===== src/rtl/fetch_queue_unit.sv =====
// Fetch stage: sequential I-cache requests, QDEPTH-entry instruction queue, redirect flush, halt detection.
// Optional performance counters are enabled by defining FETCH_PERF_CNT_EN.
module fetch_queue_unit #(
  parameter int unsigned     AW       = 16,
  parameter int unsigned     IW       = 16,
  parameter int unsigned     QDEPTH   = 4,
  parameter int unsigned     PC_INC   = 2,
  parameter logic [AW-1:0]   RESET_PC = '0,
  parameter logic [3:0]      HALT_OP  = 4'hF
) (
  input  logic          clk,
  input  logic          rst,
  input  logic          redirect_en,
  input  logic [AW-1:0] redirect_pc,
  output logic          imem_req,
  output logic [AW-1:0] imem_addr,
  input  logic          imem_ready,
  input  logic          imem_rsp_valid,
  input  logic [IW-1:0] imem_rsp_data,
  output logic          dec_valid,
  output logic [IW-1:0] dec_instr,
  output logic [AW-1:0] dec_pc,
  output logic [AW-1:0] dec_pc_next,
  input  logic          dec_ready,
  output logic          halted
`ifdef FETCH_PERF_CNT_EN
  ,
  output logic [31:0]   perf_fetched,
  output logic [31:0]   perf_cache_stall,
  output logic [31:0]   perf_flush
`endif
);

  localparam int unsigned PW = $clog2(QDEPTH);
  localparam int unsigned CW = PW + 1;

  localparam logic [1:0] S_REQ  = 2'd0;
  localparam logic [1:0] S_WAIT = 2'd1;
  localparam logic [1:0] S_HALT = 2'd2;

  logic [1:0]    state;
  logic [AW-1:0] fetch_pc;
  logic          drop;
  logic [CW-1:0] count;
  logic [PW-1:0] rd_ptr;
  logic [PW-1:0] wr_ptr;
  logic [AW-1:0] q_pc    [QDEPTH];
  logic [IW-1:0] q_instr [QDEPTH];

  logic full;
  logic empty;
  logic push;
  logic pop;
  logic accept;

  always_comb begin
    full        = (count == CW'(QDEPTH));
    empty       = (count == '0);
    imem_req    = !rst && (state == S_REQ) && !full && !redirect_en;
    imem_addr   = fetch_pc;
    dec_valid   = !rst && !empty && !redirect_en;
    dec_instr   = q_instr[rd_ptr];
    dec_pc      = q_pc[rd_ptr];
    dec_pc_next = dec_pc + AW'(PC_INC);
    halted      = !rst && (state == S_HALT);
    // Only one request is ever in flight and it is issued only with a free slot, so push never overflows.
    push        = !rst && !redirect_en && (state == S_WAIT) && imem_rsp_valid && !drop;
    pop         = dec_valid && dec_ready;
    accept      = imem_req && imem_ready;
  end

  always_ff @(posedge clk) begin
    if (push) begin
      q_pc[wr_ptr]    <= fetch_pc;
      q_instr[wr_ptr] <= imem_rsp_data;
    end
  end

  always_ff @(posedge clk) begin
    if (rst) begin
      state    <= S_REQ;
      fetch_pc <= RESET_PC;
      drop     <= 1'b0;
      count    <= '0;
      rd_ptr   <= '0;
      wr_ptr   <= '0;
    end else if (redirect_en) begin
      count    <= '0;
      rd_ptr   <= '0;
      wr_ptr   <= '0;
      fetch_pc <= redirect_pc;
      // A response still owed by the cache must be swallowed when it finally arrives.
      if ((state == S_WAIT) && !imem_rsp_valid) begin
        state <= S_WAIT;
        drop  <= 1'b1;
      end else begin
        state <= S_REQ;
        drop  <= 1'b0;
      end
    end else begin
      if (push) wr_ptr <= wr_ptr + PW'(1);
      if (pop)  rd_ptr <= rd_ptr + PW'(1);
      case ({push, pop})
        2'b10:   count <= count + CW'(1);
        2'b01:   count <= count - CW'(1);
        default: count <= count;
      endcase
      case (state)
        S_REQ: begin
          if (accept) state <= S_WAIT;
        end
        S_WAIT: begin
          if (imem_rsp_valid) begin
            if (drop) begin
              drop  <= 1'b0;
              state <= S_REQ;
            end else begin
              fetch_pc <= fetch_pc + AW'(PC_INC);
              state    <= (imem_rsp_data[IW-1 -: 4] == HALT_OP) ? S_HALT : S_REQ;
            end
          end
        end
        S_HALT:  state <= S_HALT;
        default: state <= S_REQ;
      endcase
    end
  end

`ifdef FETCH_PERF_CNT_EN
  always_ff @(posedge clk) begin
    if (rst) begin
      perf_fetched     <= '0;
      perf_cache_stall <= '0;
      perf_flush       <= '0;
    end else begin
      if (push && (perf_fetched != '1))
        perf_fetched <= perf_fetched + 32'd1;
      if (imem_req && !imem_ready && (perf_cache_stall != '1))
        perf_cache_stall <= perf_cache_stall + 32'd1;
      if (redirect_en && (perf_flush != '1))
        perf_flush <= perf_flush + 32'd1;
    end
  end
`endif

endmodule

===== config.mk =====
export PLATFORM = sky130hd
export DESIGN_NAME = fetch_queue_unit
export DESIGN_NICKNAME = d
export VERILOG_FILES = /design/src/rtl/fetch_queue_unit.sv
export SDC_FILE = /design/constraint.sdc
export NUM_CORES = 1
export LEC_CHECK = 0
export ABC_AREA = 0
export BUFFER_PORTS_ARGS = -buffer_cell sky130_fd_sc_hd__buf_2
export CAP_MARGIN = 25
export CELL_PAD_IN_SITES_DETAIL_PLACEMENT = 0
export CELL_PAD_IN_SITES_GLOBAL_PLACEMENT = 2
export CORE_ASPECT_RATIO = 1.75
export CORE_MARGIN = 2
export CORE_UTILIZATION = 40
export CTS_CLUSTER_DIAMETER = 60
export CTS_CLUSTER_SIZE = 25
export DETAILED_ROUTE_END_ITERATION = 8
export GPL_TIMING_DRIVEN = 1
export PLACE_DENSITY = 0.81
export SLEW_MARGIN = 20
export SYNTH_ARGS = -nofsm -noshare
export SYNTH_HDL_FRONTEND = slang
export SYNTH_SLANG_ARGS = --single-unit
export TNS_END_PERCENT = 50

===== constraint.sdc =====
create_clock -name clk -period 3.2 [get_ports clk]
set_clock_uncertainty 0.1 [all_clocks]
set_input_delay 0.32 -clock clk [delete_from_list [all_inputs] [get_ports clk]]
set_output_delay 0.32 -clock clk [all_outputs]
set_load 0.02 [all_outputs]

==> run metrics, run 1 <==
run status=completed; Net Switching=roughly 890 uW; power share of the sequential group=between 50% and 60%; pwr/cell area=between 500 and 600 nW/um^2; HP Class=primary input to flop; peak fanout along the critical path=14; summed negative setup slack over all endpoints=0 ns; die outline area=approximately 17000 um^2; Pleak=2.70 nW; worst slew margin relative to its limit=48.1%; wire length of the first global-routing pass=20.8 mm; kind of end point of the critical path=output pin; Fillers=around 1400; Avg Cell Area, Syn=roughly 17 um^2; Required @ worst endpoint=~2.8 ns; number of max-capacitance violations reported=0; Tot Pwr=approximately 4.3 mW; area of the mapped netlist=6370 um^2; final instance area=7690 um^2; post-placement setup slack=between 0.4 and 0.5 ns; maximum resistive drop on vdd=0.000313 V; layout cell share with drive strength beyond 1=between 30% and 40%; crit path time final=~3 ns; Distinct cells, synth=roughly 40; Clock Sink Count=156; commonest register cell after synthesis=sky130_fd_sc_hd__edfxtp_1; total track usage=~16%; DP HPWL=roughly 9.1 mm; worst-case setup margin in the final layout=between 0.2 and 0.25 ns; fraction of power spent switching nets=around 21%; Placed Area=a little over 7000 um^2; Int Power=between 3 and 4 mW; maximum achievable frequency=between 300 and 400 MHz; register bit count reported by yosys=between 150 and 200; maximum number of pins on one net before global-route repair=33; total number of vias=~3600; port bufs=around 100; area growth from synthesis to layout=20.8%; floorplan die width=99.4 um; clock share of power=44.2%; Final Slew Violations=0; clk root buf=sky130_fd_sc_hd__clkbuf_16; Crit Path Class=flop to output pin; TritonCTS clock tree=done; Remaining DRCs=0; count of warnings emitted by yosys=0; post-detailed-routing wire length=between 10 and 15 mm; antenna violations before repair=0; via count of the first global-routing pass=roughly 3800; number of buffers inserted to repair setup after CTS=0; I/O pin count=105; final count of hold timing violations=0; Final setup viols=0; Reg2Reg Depth=8; share of flip-flops with an asynchronous set or reset after synthesis=0%; Rows=around 60; count of flip-flops with a built-in enable after synthesis=128; floorplan die height=~170 um; combinational share of power=around 3%; number of buffers created by CTS=17; global route overflow=0; worst hold path stage count=1; floorplan core area=15700 um^2; ratio of final minimum period to clock period=approximately 92%; clock transition at the registers of the reported paths=roughly 0.06 ns; post-synth net total=421; number of antenna cells inserted=0; register area share after synthesis=69.2%; Antenna Violating Nets Remaining=0; transition at the pin with the smallest max-transition slack=~0.78 ns; latest clock arrival within the worst-skew pair=0.41 ns; RSZ-0062 raised after global routing=no; routed len/inst=approximately 19 um; post-layout net count=540; drt via density=about 5.2; First-pass DRT Iterations=4; data arrival time of the critical path=between 2 and 3 ns; post_cts resized=0; maximum clock insertion buffer count=2; Starting DRT DRC Count=around 180; Final GP Congestion=between 0.8 and 0.9; Syn Inst Count=between 300 and 400; Post-CTS Hold Fix Bufs=0; count of H-tree levels built during CTS=4; startpoint type of the worst setup path=flop; Starting Density=approximately 40%
per-stage QoR:
step | utilization, % | instances | hold WS [ns]
floorplan | - | 375 | 0.319
global placement | 45.3 | 664 | 0.376
detailed placement | 45.3 | 664 | 0.393
CTS | 48.9 | 696 | 0.00724
global route | 48.9 | 696 | 0.0110
finish | 48.9 | 696 | 0.0300
worst max-delay path: stages (launching register included):
cell	delay, ns
sky130_fd_sc_hd__dfxtp_2	0.61
sky130_fd_sc_hd__buf_4	0.29
sky130_fd_sc_hd__mux4_2	0.59
sky130_fd_sc_hd__and4_1	0.23
sky130_fd_sc_hd__nand4_1	0.10
sky130_fd_sc_hd__xnor2_1	0.12
sky130_fd_sc_hd__buf_2	0.18
path summary, 6_finish.rpt:
path	startpoint	slack, ns	end
min reg2reg	wr_ptr[1]	0.40	wr_ptr[1]
max reg2reg	count[2]	1.09	count[2]
min	imem_rsp_data[9]	0.03	q_instr[0][9]
max	flop	0.25	dec_pc_next[15]
power groups by stage:
stage | clock network [mW] | logic (mW) | registers, mW
2_1_floorplan | 0 | 0.0502 | 2.30
3_3_place_gp | 0 | 0.126 | 2.29
3_5_place_dp | 0 | 0.130 | 2.29
4_1_cts | 1.92 | 0.130 | 2.25
5_1_grt | 2.01 | 0.142 | 2.25
6_report | 1.89 | 0.129 | 2.25
layout make-up:
type | count | area, um^2 | area share, %
flip-flops and latches | 156 | 4410 | 57.3
multi-input cells | 193 | 1830 | 23.8
repair buffers | 116 | 611 | 7.94
clock buffers | 20 | 457 | 5.94
well taps | 189 | 236 | 3.07
clock inverters | 12 | 111 | 1.45
inverters | 10 | 37.5 | 0.488
metal layers:
metal  up-vias  global-route usage [%]  wire length, um
met4         0                    4.88              166
li1       1715                       -                -
met2        80                    29.6             7430
met1      1842                    18.7             5110
met3        12                    3.31              522
met5         -                       0                0
flip-flops by register name, summed over array words and instances (netlist names), named ones only:
name / cells
count: 3
q_instr: 64
rd_ptr: 2
imem_addr: 16
state: 2
wr_ptr: 2
q_pc: 64
drop: 1
kinds of logic after synthesis:
logic type,after synthesis,share of synthesized area [%]
AND/OR/NAND/NOR,97,8.86
adder cells (fa/ha/maj),8,1.69
buffers and inverters,26,2.12
AO/OA/AOI/OAI,30,3.22
flip-flops,156,69.2
XOR/XNOR,24,3.30
multiplexers,34,11.6
synth_stat cells, types with 8 or more instances:
cell type	n	area [um^2]
sky130_fd_sc_hd__a211oi_1	9	67.6
sky130_fd_sc_hd__a311oi_1	8	70.1
sky130_fd_sc_hd__dfxtp_1	28	561
sky130_fd_sc_hd__edfxtp_1	128	3840
sky130_fd_sc_hd__inv_1	10	37.5
sky130_fd_sc_hd__mux4_2	32	721
sky130_fd_sc_hd__nand2_1	16	60.1
sky130_fd_sc_hd__nand3_1	9	45.0
sky130_fd_sc_hd__nor2_1	26	97.6
sky130_fd_sc_hd__or3_1	8	50.1
sky130_fd_sc_hd__xnor2_1	10	87.6
sky130_fd_sc_hd__xor2_1	14	123
cells in the final DEF (no fill, tap or decap), types with 9 or more instances in the layout:
cell type / n
sky130_fd_sc_hd__a211oi_1: 9
sky130_fd_sc_hd__buf_2: 104
sky130_fd_sc_hd__buf_4: 12
sky130_fd_sc_hd__clkbuf_16: 17
sky130_fd_sc_hd__dfxtp_1: 26
sky130_fd_sc_hd__edfxtp_1: 128
sky130_fd_sc_hd__inv_1: 10
sky130_fd_sc_hd__mux4_2: 32
sky130_fd_sc_hd__nand2_1: 16
sky130_fd_sc_hd__nand3_1: 9
sky130_fd_sc_hd__nor2_1: 26
sky130_fd_sc_hd__xnor2_1: 10
sky130_fd_sc_hd__xor2_1: 14
(Power assumes the default switching activity.)
==> inputs of run 2 (changes only) <==
BUFFER_PORTS_ARGS = default   (was -buffer_cell sky130_fd_sc_hd__buf_2)
CORE_ASPECT_RATIO = default   (was 1.75)
CORE_UTILIZATION = 45   (was 40)
DONT_BUFFER_PORTS = 1   (was default)
==> run 2 against run 1 <==
  * Critical endpoint is now dec_pc_next[9]
  * Sequential share of layout area increased by 0.86 points
  * Final area down 1.4%
  * Hold slack improved by 0.014 ns
  * Combinational power down 17%
  * Clock-buffer cell count down 1
  * Critical path depth down 1
==> run metrics, run 2 (synthesis gave the netlist of run 1 again) <==
Reg2Reg Depth=8; maximum number of pins on one net before global-route repair=33; floorplan die width=roughly 120 um; total number of vias=3414; Largest stage delay, worst path=about 0.63 ns; drt via density=between 5 and 6; final instance area=around 7600 um^2; final count of hold timing violations=0; leading cell type in the layout, fill and taps excluded=sky130_fd_sc_hd__edfxtp_1; clock transition at the registers of the reported paths=0.06 ns; number of buffers created by CTS=17; die outline area=15100 um^2; pwr/cell area=593 nW/um^2; maximum clock insertion buffer count=2; antenna violations before repair=0; total track usage=between 10% and 20%; worst-case setup margin in the final layout=approximately 0.25 ns; RSZ-0062 raised after global routing=no; Crit Path Class=flop to output pin; wire length of the first global-routing pass=between 15 and 20 mm; via count of the first global-routing pass=about 3500; peak fanout along the critical path=18; Fillers=1084; top library cells by usage in the layout, fill and taps aside=sky130_fd_sc_hd__edfxtp_1 (128), sky130_fd_sc_hd__dlygate4sd3_1 (35), sky130_fd_sc_hd__mux4_2 (32), sky130_fd_sc_hd__nor2_1 (26), sky130_fd_sc_hd__dfxtp_1 (26); Antenna Violating Nets Remaining=0; transition at the pin with the smallest max-transition slack=between 0.8 and 0.9 ns; area growth from synthesis to layout=19.1%; First-pass DRT Iterations=4; maximum achievable frequency=roughly 340 MHz; slowest stage cell, crit path=sky130_fd_sc_hd__dfxtp_2; global route overflow=0; Final GP Congestion=between 0.7 and 0.8; HP Class=primary input to flop; maximum resistive drop on vdd=0.000288 V; floorplan core area=13800 um^2; TritonCTS clock tree=done; run status=completed; Clock Sink Count=approximately 160; Starting DRT DRC Count=257; routed len/inst=roughly 20 um; clk root buf=sky130_fd_sc_hd__clkbuf_16; worst path cell trace=mux4_2 > ha_1 > and4_4 > nand4_1 > xnor2_1; I/O pin count=approximately 110; count of H-tree levels built during CTS=4; post-placement setup slack=roughly 0.58 ns; DP HPWL=slightly below 8 mm; layout cell share with drive strength beyond 1=between 10% and 20%; summed negative setup slack over all endpoints=0 ns; port bufs=0; worst slew margin relative to its limit=around 45%; number of antenna cells inserted=0; latest clock arrival within the worst-skew pair=just over 0.4 ns; worst hold path stage count=2; Remaining DRCs=0; post-layout net count=about 470; kind of end point of the critical path=output pin; ratio of final minimum period to clock period=about 92%; Final setup viols=0; number of max-capacitance violations reported=0; number of buffers inserted to repair setup after CTS=0; Starting Density=46.1%; Final Slew Violations=0; Pleak=2.44 nW; startpoint type of the worst setup path=flop; Required @ worst endpoint=about 2.8 ns; Rows=between 40 and 50; Tot Pwr=between 4 and 5 mW; Placed Area=6600 um^2; data arrival time of the critical path=~2.5 ns; crit path time final=~3.0 ns; floorplan die height=around 120 um; post-detailed-routing wire length=12.4 mm
==> run 2: power by group <==
group          switching [mW]  internal [mW]  total [mW]
clock network           0.753           1.37        2.13
logic                  0.0543         0.0524       0.107
registers              0.0523           2.21        2.27
total                   0.860           3.64        4.50
==> run 2: final cells by class <==
type                            count  area (um^2)  area share, %
Multi-Input combinational cell    193         1830           24.2
Tap cell                          180          225           2.97
Clock inverter                     13          198           2.61
Timing Repair Buffer               48          448           5.91
Sequential cell                   156         4410           58.1
Inverter                           10         37.5          0.495
Clock buffer                       19          433           5.71
==> run 2: worst paths after layout <==
kind | endpoint | startpoint | slack [ns]
worst max-delay path | dec_pc_next[9] | flop | 0.25
worst min-delay path | drop | redirect_en | 0.04
worst max register to register | count[2] | state[1] | 0.81
worst min register to register | wr_ptr[0] | wr_ptr[0] | 0.40
==> run 2: worst max-delay path, delay by kind of cell, from the launching register on <==
| family | cells | cell delay, ns |
|---|---|---|
| multiplexers | 1 | 0.45 |
| XOR/XNOR | 1 | 0.43 |
| AND/OR/NAND/NOR | 2 | 0.38 |
| adder cells (fa/ha/maj) | 1 | 0.23 |
| flip-flops | 1 | 0.63 |
==> run 2: through the flow <==
step / std cells / util (%) / hold WS, ns
after floorplan: 375 / - / 0.319
after global placement: 552 / 47.7 / 0.296
after detailed placement: 552 / 47.7 / 0.297
after CTS: 619 / 54.8 / 0.0137
after global routing: 619 / 54.8 / 0.0180
final: 619 / 54.8 / 0.0439
==> run 2: timing repair <==
item,CTS,global route
hold buffers,35,0
endpoints found under the hold margin,82,0
setup endpoints to repair,0,1
resized for setup,0,1
==> run 2: per-layer routing <==
layer  vias up  global-route usage, %  share of wire (%)
met4         0                   5.39               0.40
met5         -                      0                  0
met1      1738                   22.1                 42
met2        89                   28.0                 53
met3         2                   5.81                5.3
li1       1585                      -                  -
